**config.mk**
```make
export PLATFORM = sky130hd
export DESIGN_NAME = uart_tx_mmio_flat
export DESIGN_NICKNAME = d
export VERILOG_FILES = /design/src/rtl/uart_tx_mmio_pkg.sv /design/src/rtl/uart_tx_mmio_if.sv /design/src/rtl/uart_tx_mmio_sync_fifo.sv /design/src/rtl/uart_tx_mmio.sv /design/src/flat_wrapper.sv
export SDC_FILE = /design/constraint.sdc
export NUM_CORES = 1
export LEC_CHECK = 0
export ABC_CLOCK_PERIOD_IN_PS = 10100
export CAP_MARGIN = 20
export CORE_ASPECT_RATIO = 1.4
export CORE_MARGIN = 4
export CORE_UTILIZATION = 40
export DETAILED_ROUTE_END_ITERATION = 10
export MAX_ROUTING_LAYER = met4
export PLACE_DENSITY_LB_ADDON = 0.3
export SLEW_MARGIN = 40
export SYNTH_ARGS = -nofsm -noshare
export SYNTH_HDL_FRONTEND = slang
export SYNTH_SLANG_ARGS = --single-unit
```
**constraint.sdc**
```tcl
create_clock -name clk -period 10.1 [get_ports clk]
set_input_delay 1.515 -clock clk [delete_from_list [all_inputs] [get_ports clk]]
set_output_delay 1.515 -clock clk [all_outputs]
set_load 0.01 [all_outputs]
```
**src/rtl/uart_tx_mmio_pkg.sv**
```systemverilog
// Shared definitions for the memory-mapped UART transmitter:
// transmitter states, register offsets, STATUS bit positions and divisor sanitising.
package uart_tx_mmio_pkg;

  typedef enum logic [1:0] {
    ST_IDLE  = 2'd0,
    ST_START = 2'd1,
    ST_DATA  = 2'd2,
    ST_STOP  = 2'd3
  } tx_state_t;

  // Word offsets within the 16-byte window (mem_addr[3:2]).
  localparam logic [1:0] REG_TXDATA  = 2'd0;
  localparam logic [1:0] REG_STATUS  = 2'd1;
  localparam logic [1:0] REG_BAUDDIV = 2'd2;

  // STATUS register bit positions.
  localparam int STAT_BUSY    = 0;
  localparam int STAT_FULL    = 1;
  localparam int STAT_EMPTY   = 2;
  localparam int STAT_OVF     = 3;
  localparam int STAT_LVL_LSB = 8;

  // A zero divisor would stall the bit timer, so it is stored as 1.
  function automatic logic [15:0] fix_div(input logic [15:0] d);
    return (d == 16'd0) ? 16'd1 : d;
  endfunction

endpackage

```
**src/rtl/uart_tx_mmio_if.sv**
```systemverilog
// Core-side data bus as seen by a memory-mapped peripheral: one-cycle stores
// and loads with registered read data and a hit flag for the SoC read mux.
interface uart_tx_mmio_if #(parameter int XLEN = 32);
  logic [XLEN-1:0] mem_addr;
  logic [XLEN-1:0] mem_wdata;
  logic [3:0]      mem_wmask;
  logic            mem_rstrb;
  logic [XLEN-1:0] io_rdata;
  logic            io_hit;

  modport master (
    output mem_addr, mem_wdata, mem_wmask, mem_rstrb,
    input  io_rdata, io_hit
  );

  modport slave (
    input  mem_addr, mem_wdata, mem_wmask, mem_rstrb,
    output io_rdata, io_hit
  );
endinterface

```
**src/rtl/uart_tx_mmio_sync_fifo.sv**
```systemverilog
// Synchronous FIFO with occupancy count; a push into a full FIFO is accepted
// when a pop happens in the same cycle.
module sync_fifo #(
  parameter int WIDTH = 8,
  parameter int DEPTH = 8
) (
  input  logic                       clk,
  input  logic                       resetn,
  input  logic                       push,
  input  logic [WIDTH-1:0]           din,
  input  logic                       pop,
  output logic [WIDTH-1:0]           dout,
  output logic                       full,
  output logic                       empty,
  output logic [$clog2(DEPTH):0]     level
);
  localparam int AW = $clog2(DEPTH);
  localparam int LW = AW + 1;

  logic [WIDTH-1:0] mem [DEPTH];
  logic [AW-1:0]    wptr;
  logic [AW-1:0]    rptr;
  logic             do_push;
  logic             do_pop;

  assign full    = (level == LW'(DEPTH));
  assign empty   = (level == '0);
  assign do_pop  = pop && !empty;
  assign do_push = push && (!full || do_pop);
  assign dout    = mem[rptr];

  // Pointers and occupancy; pointers wrap naturally modulo DEPTH.
  always_ff @(posedge clk) begin
    if (!resetn) begin
      wptr  <= '0;
      rptr  <= '0;
      level <= '0;
    end else begin
      if (do_push) wptr <= wptr + 1'b1;
      if (do_pop)  rptr <= rptr + 1'b1;
      case ({do_push, do_pop})
        2'b10:   level <= level + 1'b1;
        2'b01:   level <= level - 1'b1;
        default: level <= level;
      endcase
    end
  end

  // Storage array; contents need no reset since level gates visibility.
  always_ff @(posedge clk) begin
    if (do_push) mem[wptr] <= din;
  end

endmodule

```
**src/rtl/uart_tx_mmio.sv**
```systemverilog
// Memory-mapped 8N1 UART transmitter: decodes a 16-byte bus window, queues
// stored bytes in a TX FIFO and shifts them out LSB first on tx.
module uart_tx_mmio
  import uart_tx_mmio_pkg::*;
#(
  parameter int              XLEN        = 32,
  parameter logic [XLEN-1:0] BASE_ADDR   = 32'h0040_0000,
  parameter int              FIFO_DEPTH  = 8,
  parameter logic [15:0]     DEFAULT_DIV = 16'd217
) (
  input  logic           clk,
  input  logic           resetn,
  uart_tx_mmio_if.slave  bus,
  output logic           tx
);
  localparam int LW = $clog2(FIFO_DEPTH) + 1;

  logic            sel;
  logic [1:0]      off;
  logic            store;
  logic            push;
  logic            pop;
  logic            ovf_clr;
  logic            div_wr;
  logic [15:0]     div;
  logic [15:0]     div_next;
  logic            ovf;
  logic            fifo_full;
  logic            fifo_empty;
  logic [LW-1:0]   fifo_level;
  logic [7:0]      fifo_dout;
  logic [XLEN-1:0] status;
  tx_state_t       state;
  logic [15:0]     cnt;
  logic [2:0]      bit_idx;
  logic [7:0]      shift;
  logic            bit_end;
  logic            busy;
  logic            unused_bits;

  assign sel      = (bus.mem_addr[XLEN-1:4] == BASE_ADDR[XLEN-1:4]);
  assign off      = bus.mem_addr[3:2];
  assign store    = sel && (bus.mem_wmask != 4'd0);
  assign push     = store && (off == REG_TXDATA) && bus.mem_wmask[0];
  assign ovf_clr  = store && (off == REG_STATUS) && bus.mem_wmask[0] && bus.mem_wdata[3];
  assign div_wr   = store && (off == REG_BAUDDIV) && (bus.mem_wmask[1:0] != 2'd0);
  assign div_next = fix_div({bus.mem_wmask[1] ? bus.mem_wdata[15:8] : div[15:8],
                             bus.mem_wmask[0] ? bus.mem_wdata[7:0]  : div[7:0]});
  assign unused_bits = ^{bus.mem_addr[1:0], bus.mem_wdata[XLEN-1:16], bus.mem_wmask[3:2]};

  // Bit timer compares against the live divisor so a mid-bit write applies at once.
  assign bit_end = (cnt >= div - 16'd1);
  assign busy    = (state != ST_IDLE);
  assign pop     = !fifo_empty && ((state == ST_IDLE) || ((state == ST_STOP) && bit_end));

  sync_fifo #(.WIDTH(8), .DEPTH(FIFO_DEPTH)) u_fifo (
    .clk    (clk),
    .resetn (resetn),
    .push   (push),
    .din    (bus.mem_wdata[7:0]),
    .pop    (pop),
    .dout   (fifo_dout),
    .full   (fifo_full),
    .empty  (fifo_empty),
    .level  (fifo_level)
  );

  // STATUS view of the state before any same-cycle push or pop.
  always_comb begin
    status                              = '0;
    status[STAT_BUSY]                   = busy;
    status[STAT_FULL]                   = fifo_full;
    status[STAT_EMPTY]                  = fifo_empty;
    status[STAT_OVF]                    = ovf;
    status[STAT_LVL_LSB +: 8]           = 8'(fifo_level);
  end

  // Sticky overflow: a dropped push wins over a same-cycle clear.
  always_ff @(posedge clk) begin
    if (!resetn)                           ovf <= 1'b0;
    else if (push && fifo_full && !pop)    ovf <= 1'b1;
    else if (ovf_clr)                      ovf <= 1'b0;
  end

  // Baud divisor with per-byte-lane writes.
  always_ff @(posedge clk) begin
    if (!resetn)     div <= DEFAULT_DIV;
    else if (div_wr) div <= div_next;
  end

  // Registered read port; hit and data hold until the next read strobe.
  always_ff @(posedge clk) begin
    if (!resetn) begin
      bus.io_rdata <= '0;
      bus.io_hit   <= 1'b0;
    end else if (bus.mem_rstrb) begin
      bus.io_hit <= sel;
      if (sel) begin
        case (off)
          REG_STATUS:  bus.io_rdata <= status;
          REG_BAUDDIV: bus.io_rdata <= XLEN'(div);
          default:     bus.io_rdata <= '0;
        endcase
      end
    end
  end

  // Frame sequencer with inline bit timer and shifter; tx is registered.
  always_ff @(posedge clk) begin
    if (!resetn) begin
      state   <= ST_IDLE;
      tx      <= 1'b1;
      cnt     <= '0;
      bit_idx <= '0;
      shift   <= '0;
    end else begin
      case (state)
        ST_IDLE: begin
          tx  <= 1'b1;
          cnt <= '0;
          if (!fifo_empty) begin
            shift   <= fifo_dout;
            bit_idx <= '0;
            tx      <= 1'b0;
            state   <= ST_START;
          end
        end
        ST_START: begin
          if (bit_end) begin
            cnt   <= '0;
            tx    <= shift[0];
            shift <= shift >> 1;
            state <= ST_DATA;
          end else begin
            cnt <= cnt + 16'd1;
          end
        end
        ST_DATA: begin
          if (bit_end) begin
            cnt <= '0;
            if (bit_idx == 3'd7) begin
              tx    <= 1'b1;
              state <= ST_STOP;
            end else begin
              bit_idx <= bit_idx + 3'd1;
              tx      <= shift[0];
              shift   <= shift >> 1;
            end
          end else begin
            cnt <= cnt + 16'd1;
          end
        end
        ST_STOP: begin
          if (bit_end) begin
            cnt <= '0;
            if (!fifo_empty) begin
              shift   <= fifo_dout;
              bit_idx <= '0;
              tx      <= 1'b0;
              state   <= ST_START;
            end else begin
              state <= ST_IDLE;
            end
          end else begin
            cnt <= cnt + 16'd1;
          end
        end
        default: begin
          state <= ST_IDLE;
          tx    <= 1'b1;
        end
      endcase
    end
  end

endmodule

```
**src/flat_wrapper.sv**
```systemverilog
// flat-port wrapper written by rule: the top's interface ports become plain ports
module uart_tx_mmio_flat import uart_tx_mmio_pkg::*;
#(
  parameter int              XLEN        = 32,
  parameter logic [XLEN-1:0] BASE_ADDR   = 32'h0040_0000,
  parameter int              FIFO_DEPTH  = 8,
  parameter logic [15:0]     DEFAULT_DIV = 16'd217
)
  (clk, resetn, tx, bus_mem_addr, bus_mem_wdata, bus_mem_wmask, bus_mem_rstrb, bus_io_rdata, bus_io_hit);
  uart_tx_mmio_if #(.XLEN(XLEN)) bus_i ();
  input  logic clk;
  input  logic resetn;
  output logic tx;
  input wire logic [$bits(bus_i.mem_addr)-1:0] bus_mem_addr;
  input wire logic [$bits(bus_i.mem_wdata)-1:0] bus_mem_wdata;
  input wire logic [$bits(bus_i.mem_wmask)-1:0] bus_mem_wmask;
  input wire logic [$bits(bus_i.mem_rstrb)-1:0] bus_mem_rstrb;
  output wire logic [$bits(bus_i.io_rdata)-1:0] bus_io_rdata;
  output wire logic [$bits(bus_i.io_hit)-1:0] bus_io_hit;
  assign bus_i.mem_addr = bus_mem_addr;
  assign bus_i.mem_wdata = bus_mem_wdata;
  assign bus_i.mem_wmask = bus_mem_wmask;
  assign bus_i.mem_rstrb = bus_mem_rstrb;
  assign bus_io_rdata = bus_i.io_rdata;
  assign bus_io_hit = bus_i.io_hit;
  uart_tx_mmio #(.XLEN(XLEN), .BASE_ADDR(BASE_ADDR), .FIFO_DEPTH(FIFO_DEPTH), .DEFAULT_DIV(DEFAULT_DIV)) u_core (.clk(clk), .resetn(resetn), .bus(bus_i), .tx(tx));
endmodule
```
==> metrics.md <==
| Metric | Value |
|---|---|
| Run status | finished, final reports clean |
| Total power consumption of the routed design | 0.001272 W |
| Count of unique library cells instantiated by Yosys | 61 |
| Sequential cell fraction of total power | 47.2% |
| Leading post-synthesis cells by cell area | sky130_fd_sc_hd__edfxtp_1 28%, sky130_fd_sc_hd__dfxtp_1 22%, sky130_fd_sc_hd__ha_1 6.1%, sky130_fd_sc_hd__mux4_2 5.2%, sky130_fd_sc_hd__mux2i_1 5.0% |
| Root buffer cell | sky130_fd_sc_hd__clkbuf_16 |
| Layout filler cell count | 1580 |
| Nature of the critical path endpoint | register |
| Accumulated negative setup slack | 0 ps |
| Final weighted congestion of routability-driven global placement | 0.8537 |
| Internal power | 0.0009736 W |
| Clock tree from TritonCTS | done |
| Post-placement cell area | 0.007811 mm^2 |
| Total DRC errors in the routed layout | 0 |
| Clock latency at the later pin of the worst-skew pair | 430 ps |
| Maximum count of clock buffers along a single path | 2 |
| CTS Buf Count | 17 |
| Largest net degree at the start of global routing | 45 |
| Final critical path time including I/O delays and setup | 5174 ps |
| Top Ports | 105 |
| Via count of the first global-routing pass | 5113 |
| Starting Density | 41.13% |
| Layout-stage area growth over the synthesis result | 20.42% |
| Arrival time of data at the critical path endpoint | 5530 ps |
| Top flip-flop cell by instance count after synthesis | sky130_fd_sc_hd__dfxtp_1 |
| Vert. Die Dim | 164.2 um |
| Switch share | 23.47% |
| Synth Instances | 647 |
| HPWL after detailed placement | 12000 um |
| Final setup viols | 0 |
| Type of origin of the critical path | register |
| FF/Latch Area | 0.003465 mm^2 |
| Synth Cell Area | 0.006974 mm^2 |
| Core box area | 0.01696 mm^2 |
| Leakage power summed over all cells | 2.855 nW |
| Port buffer count | 68 |
| Avg Cell Area, Syn | 10.78 um^2 |
| Series of cell instances along the critical path | or4_1, or3_1, nor4_1, xnor2_1, ha_1, and4_1, nand4_1, nor3_2, or3_4, a31oi_2, ha_1, ha_1, a21o_1, a21oi_1, xnor2_1, or3_1, a21oi_1 |
| DRT Wirelength | 16250 um |
| Number of antenna violations at the first check in global routing | 0 |
| Worst-Margin Slew | 809.0 ps |
| Proportion of synthesized flip-flops having asynchronous set or reset | 0% |
| Finished Cell Area | 0.008398 mm^2 |
| Final period util | 51.23% |
| Normalized max-slew margin | 45.65% |
| Worst endpoint required time | 10460 ps |
| Top cell family by delay on the critical path | simple AND/OR/NAND/NOR gates |
| Busiest grt layer | met2 |
| PD cells | 151.5 mW/mm^2 |
| Aggregate global routing overflow | 0 |
| Hold buffer count at cts | 0 |
| GR Util met3 | 3.858% |
| Final core utilization | 49.53% |
| TritonCTS Sinks | 141 |
| H-tree levels | 4 |
| Combinational power share | 5.0% |
| First-pass GRT wire length | 26160 um |
| Fin nets | 814 |
| Net switching power of the design | 0.0002986 W |
| Share of the synthesized area in the top cell type | 27.56% |
| Final-report max-slew violation count | 0 |
| Number of warnings issued by yosys | 0 |
| Area taken by multi-input logic gates | 0.003233 mm^2 |
| Critical path's largest stage delay | 590 ps |
| Detailed Routing Iterations Pass 1 | 4 |
| Number of storage elements in the synthesis netlist | 141 |
| Post-DR vias/cell | 5.299 |
| Number of flops mapped to enable cells by yosys | 64 |
| Most frequent standard cell in the layout excluding fill and tap cells | sky130_fd_sc_hd__dfxtp_1 |
| Critical path type | reg2reg |
| Commonest cells after routing, fill and taps aside | 76 x sky130_fd_sc_hd__dfxtp_1, 71 x sky130_fd_sc_hd__nand2_1, 68 x sky130_fd_sc_hd__clkdlybuf4s50_1 |
| Post-CTS Resized | 0 |
| GR met1 Demand/Resource | 19.21% |
| Critical path buffers and inverters | 0 |
| Number of hold-slack violations in the final timing report | 0 |
| Clock-pin transition on the worst setup and hold timing paths | 60 ps |
| Maximum net fanout on the critical path | 11 |
| Vias | 5050 |
| Full die area | 0.01964 mm^2 |
| Unrepaired setup endpoints after global routing | no |
| Die boundary width | 119.6 um |
| Antenna Diode Count | 0 |
| # rows | 56 |
| Max stage delay cell, worst path | sky130_fd_sc_hd__or4_1 |
| Drt wl/cell | 17.05 um |
| Number of buffers inserted to repair setup after CTS | 0 |
| Maximum VDD drop | 0.00009370 V |
| Ratio of cells with drive above 1 in the final layout | 9.986% |
| First DRT Iteration DRCs | 283 |
| Clock Power Share | 47.8% |
| Maximum clock frequency | 0.1933 GHz |
| Final clock skew | 9.462 ps |
| Critical Path Most Common Cell | sky130_fd_sc_hd__ha_1 |
| Number of nets still failing antenna checks after routing | 0 |
| Overall fraction of global-route tracks in use | 17.59% |
| Total of max-cap violations | 0 |
| Hold crit path type | reg2reg |
| Portion of the post-synthesis area used by sequential elements | 49.66% |
| GRT met2 Usage | 31.48% |
| Cell type with the largest total area after synthesis | sky130_fd_sc_hd__edfxtp_1 |
## layer usage
layer  wire [um]  vias up
met5           0        -
met4         399        0
met3         641       35
met2        8850      133
met1        6358     2443
li1            -     2439
## cells in the mapped netlist, types with 3 or more instances
library cell / count
sky130_fd_sc_hd__edfxtp_1: 64
sky130_fd_sc_hd__nor2_1: 51
sky130_fd_sc_hd__ha_1: 34
sky130_fd_sc_hd__mux4_2: 16
sky130_fd_sc_hd__a21o_1: 3
sky130_fd_sc_hd__or3_1: 5
sky130_fd_sc_hd__nand2b_1: 5
sky130_fd_sc_hd__o31ai_1: 3
sky130_fd_sc_hd__o21ai_0: 20
sky130_fd_sc_hd__o22ai_1: 3
sky130_fd_sc_hd__nor4_1: 16
sky130_fd_sc_hd__buf_4: 16
sky130_fd_sc_hd__nand2_1: 71
sky130_fd_sc_hd__nor4b_1: 4
sky130_fd_sc_hd__nand4_1: 6
sky130_fd_sc_hd__nor3_1: 13
sky130_fd_sc_hd__clkbuf_1: 21
sky130_fd_sc_hd__a21oi_1: 37
sky130_fd_sc_hd__nand3_1: 27
sky130_fd_sc_hd__buf_1: 4
sky130_fd_sc_hd__a22o_1: 3
sky130_fd_sc_hd__o21a_1: 3
sky130_fd_sc_hd__nor3b_1: 3
sky130_fd_sc_hd__and3_1: 4
sky130_fd_sc_hd__dfxtp_1: 77
sky130_fd_sc_hd__xnor2_1: 17
sky130_fd_sc_hd__xor2_1: 14
sky130_fd_sc_hd__buf_2: 8
sky130_fd_sc_hd__or4_1: 3
sky130_fd_sc_hd__inv_1: 19
sky130_fd_sc_hd__o221a_2: 3
sky130_fd_sc_hd__and4_1: 4
sky130_fd_sc_hd__mux2i_1: 35
sky130_fd_sc_hd__a221o_1: 4
## power groups by stage
stage                     combinational [W]  sequential [W]  clock [W]
final                             0.0000635        0.000600   0.000609
after global routing              0.0000699        0.000600   0.000647
after CTS                         0.0000635        0.000600   0.000621
after detailed placement          0.0000632        0.000613          0
after global placement            0.0000613        0.000612          0
after floorplan                   0.0000357        0.000612          0
## sequential cells by signal, indices dropped and copies added (netlist names), named ones only
register and flops:
u_core.u_fifo.level 4, u_core.u_fifo.wptr 3, u_core.tx 1, u_core.bit_idx 3
u_core.u_fifo.rptr 3, u_core.cnt 16, u_core.div 16, u_core.state 2
u_core.bus.io_hit 1, u_core.shift 8, u_core.ovf 1, u_core.u_fifo.mem 64
u_core.bus.io_rdata 16
## logic make-up after synthesis
| group | count (synthesis) | synth area share [%] |
|---|---|---|
| compound gates | 93 | 8.953 |
| xor+xnor | 31 | 3.893 |
| fa+ha+maj | 35 | 6.387 |
| buf+inv | 71 | 5.041 |
| flops | 141 | 49.66 |
| mux | 51 | 10.19 |
| other cells | 1 | 0.05377 |
| simple gates | 224 | 15.82 |
## metrics by stage
stage               instances  setup slack (ps)  hold slack [ps]
floorplan                 662              5578            434.5
global placement          921              4863            442.0
detailed placement        921              5059            448.3
CTS                       953              4991            454.4
global route              953              4632            477.5
finish                    953              4926            453.0
## worst register-to-register path, stage by stage (launching register included)
cell and delay, ps:
sky130_fd_sc_hd__dfxtp_1 390, sky130_fd_sc_hd__or4_1 590, sky130_fd_sc_hd__or3_1 390, sky130_fd_sc_hd__nor4_1 240
sky130_fd_sc_hd__xnor2_1 180, sky130_fd_sc_hd__ha_1 270, sky130_fd_sc_hd__and4_1 260, sky130_fd_sc_hd__nand4_1 170
sky130_fd_sc_hd__nor3_2 80, sky130_fd_sc_hd__or3_4 430, sky130_fd_sc_hd__a31oi_2 590, sky130_fd_sc_hd__ha_1 320
sky130_fd_sc_hd__ha_1 240, sky130_fd_sc_hd__a21o_1 180, sky130_fd_sc_hd__a21oi_1 170, sky130_fd_sc_hd__xnor2_1 120
sky130_fd_sc_hd__or3_1 340, sky130_fd_sc_hd__a21oi_1 140
## worst paths after layout
| kind | slack (ps) | cells past startpoint | to | start |
|---|---|---|---|---|
| worst min-delay path | 450 | 2 | u_core.bus.io_rdata[9]$_SDFFE_PN0P_ | u_core.bus.io_rdata[9]$_SDFFE_PN0P_ |
| worst min register to register | 450 | 2 | u_core.bus.io_rdata[9]$_SDFFE_PN0P_ | u_core.bus.io_rdata[9]$_SDFFE_PN0P_ |
| worst max register to register | 4930 | 17 | u_core.u_fifo.level[3]$_SDFFE_PN0P_ | u_core.div[6]$_SDFFE_PN1P_ |
| worst max-delay path | 4930 | 17 | u_core.u_fifo.level[3]$_SDFFE_PN0P_ | u_core.div[6]$_SDFFE_PN1P_ |
## area by class of cell
| class | count | area share (%) |
|---|---|---|
| clock buffers | 17 | 5.066 |
| clock inverters | 15 | 1.833 |
| inverters | 20 | 0.8939 |
| multi-input cells | 450 | 38.50 |
| flip-flops and latches | 141 | 41.25 |
| well taps | 232 | 3.456 |
| repair buffers | 78 | 8.999 |
Power figures use the tool's default switching activity.
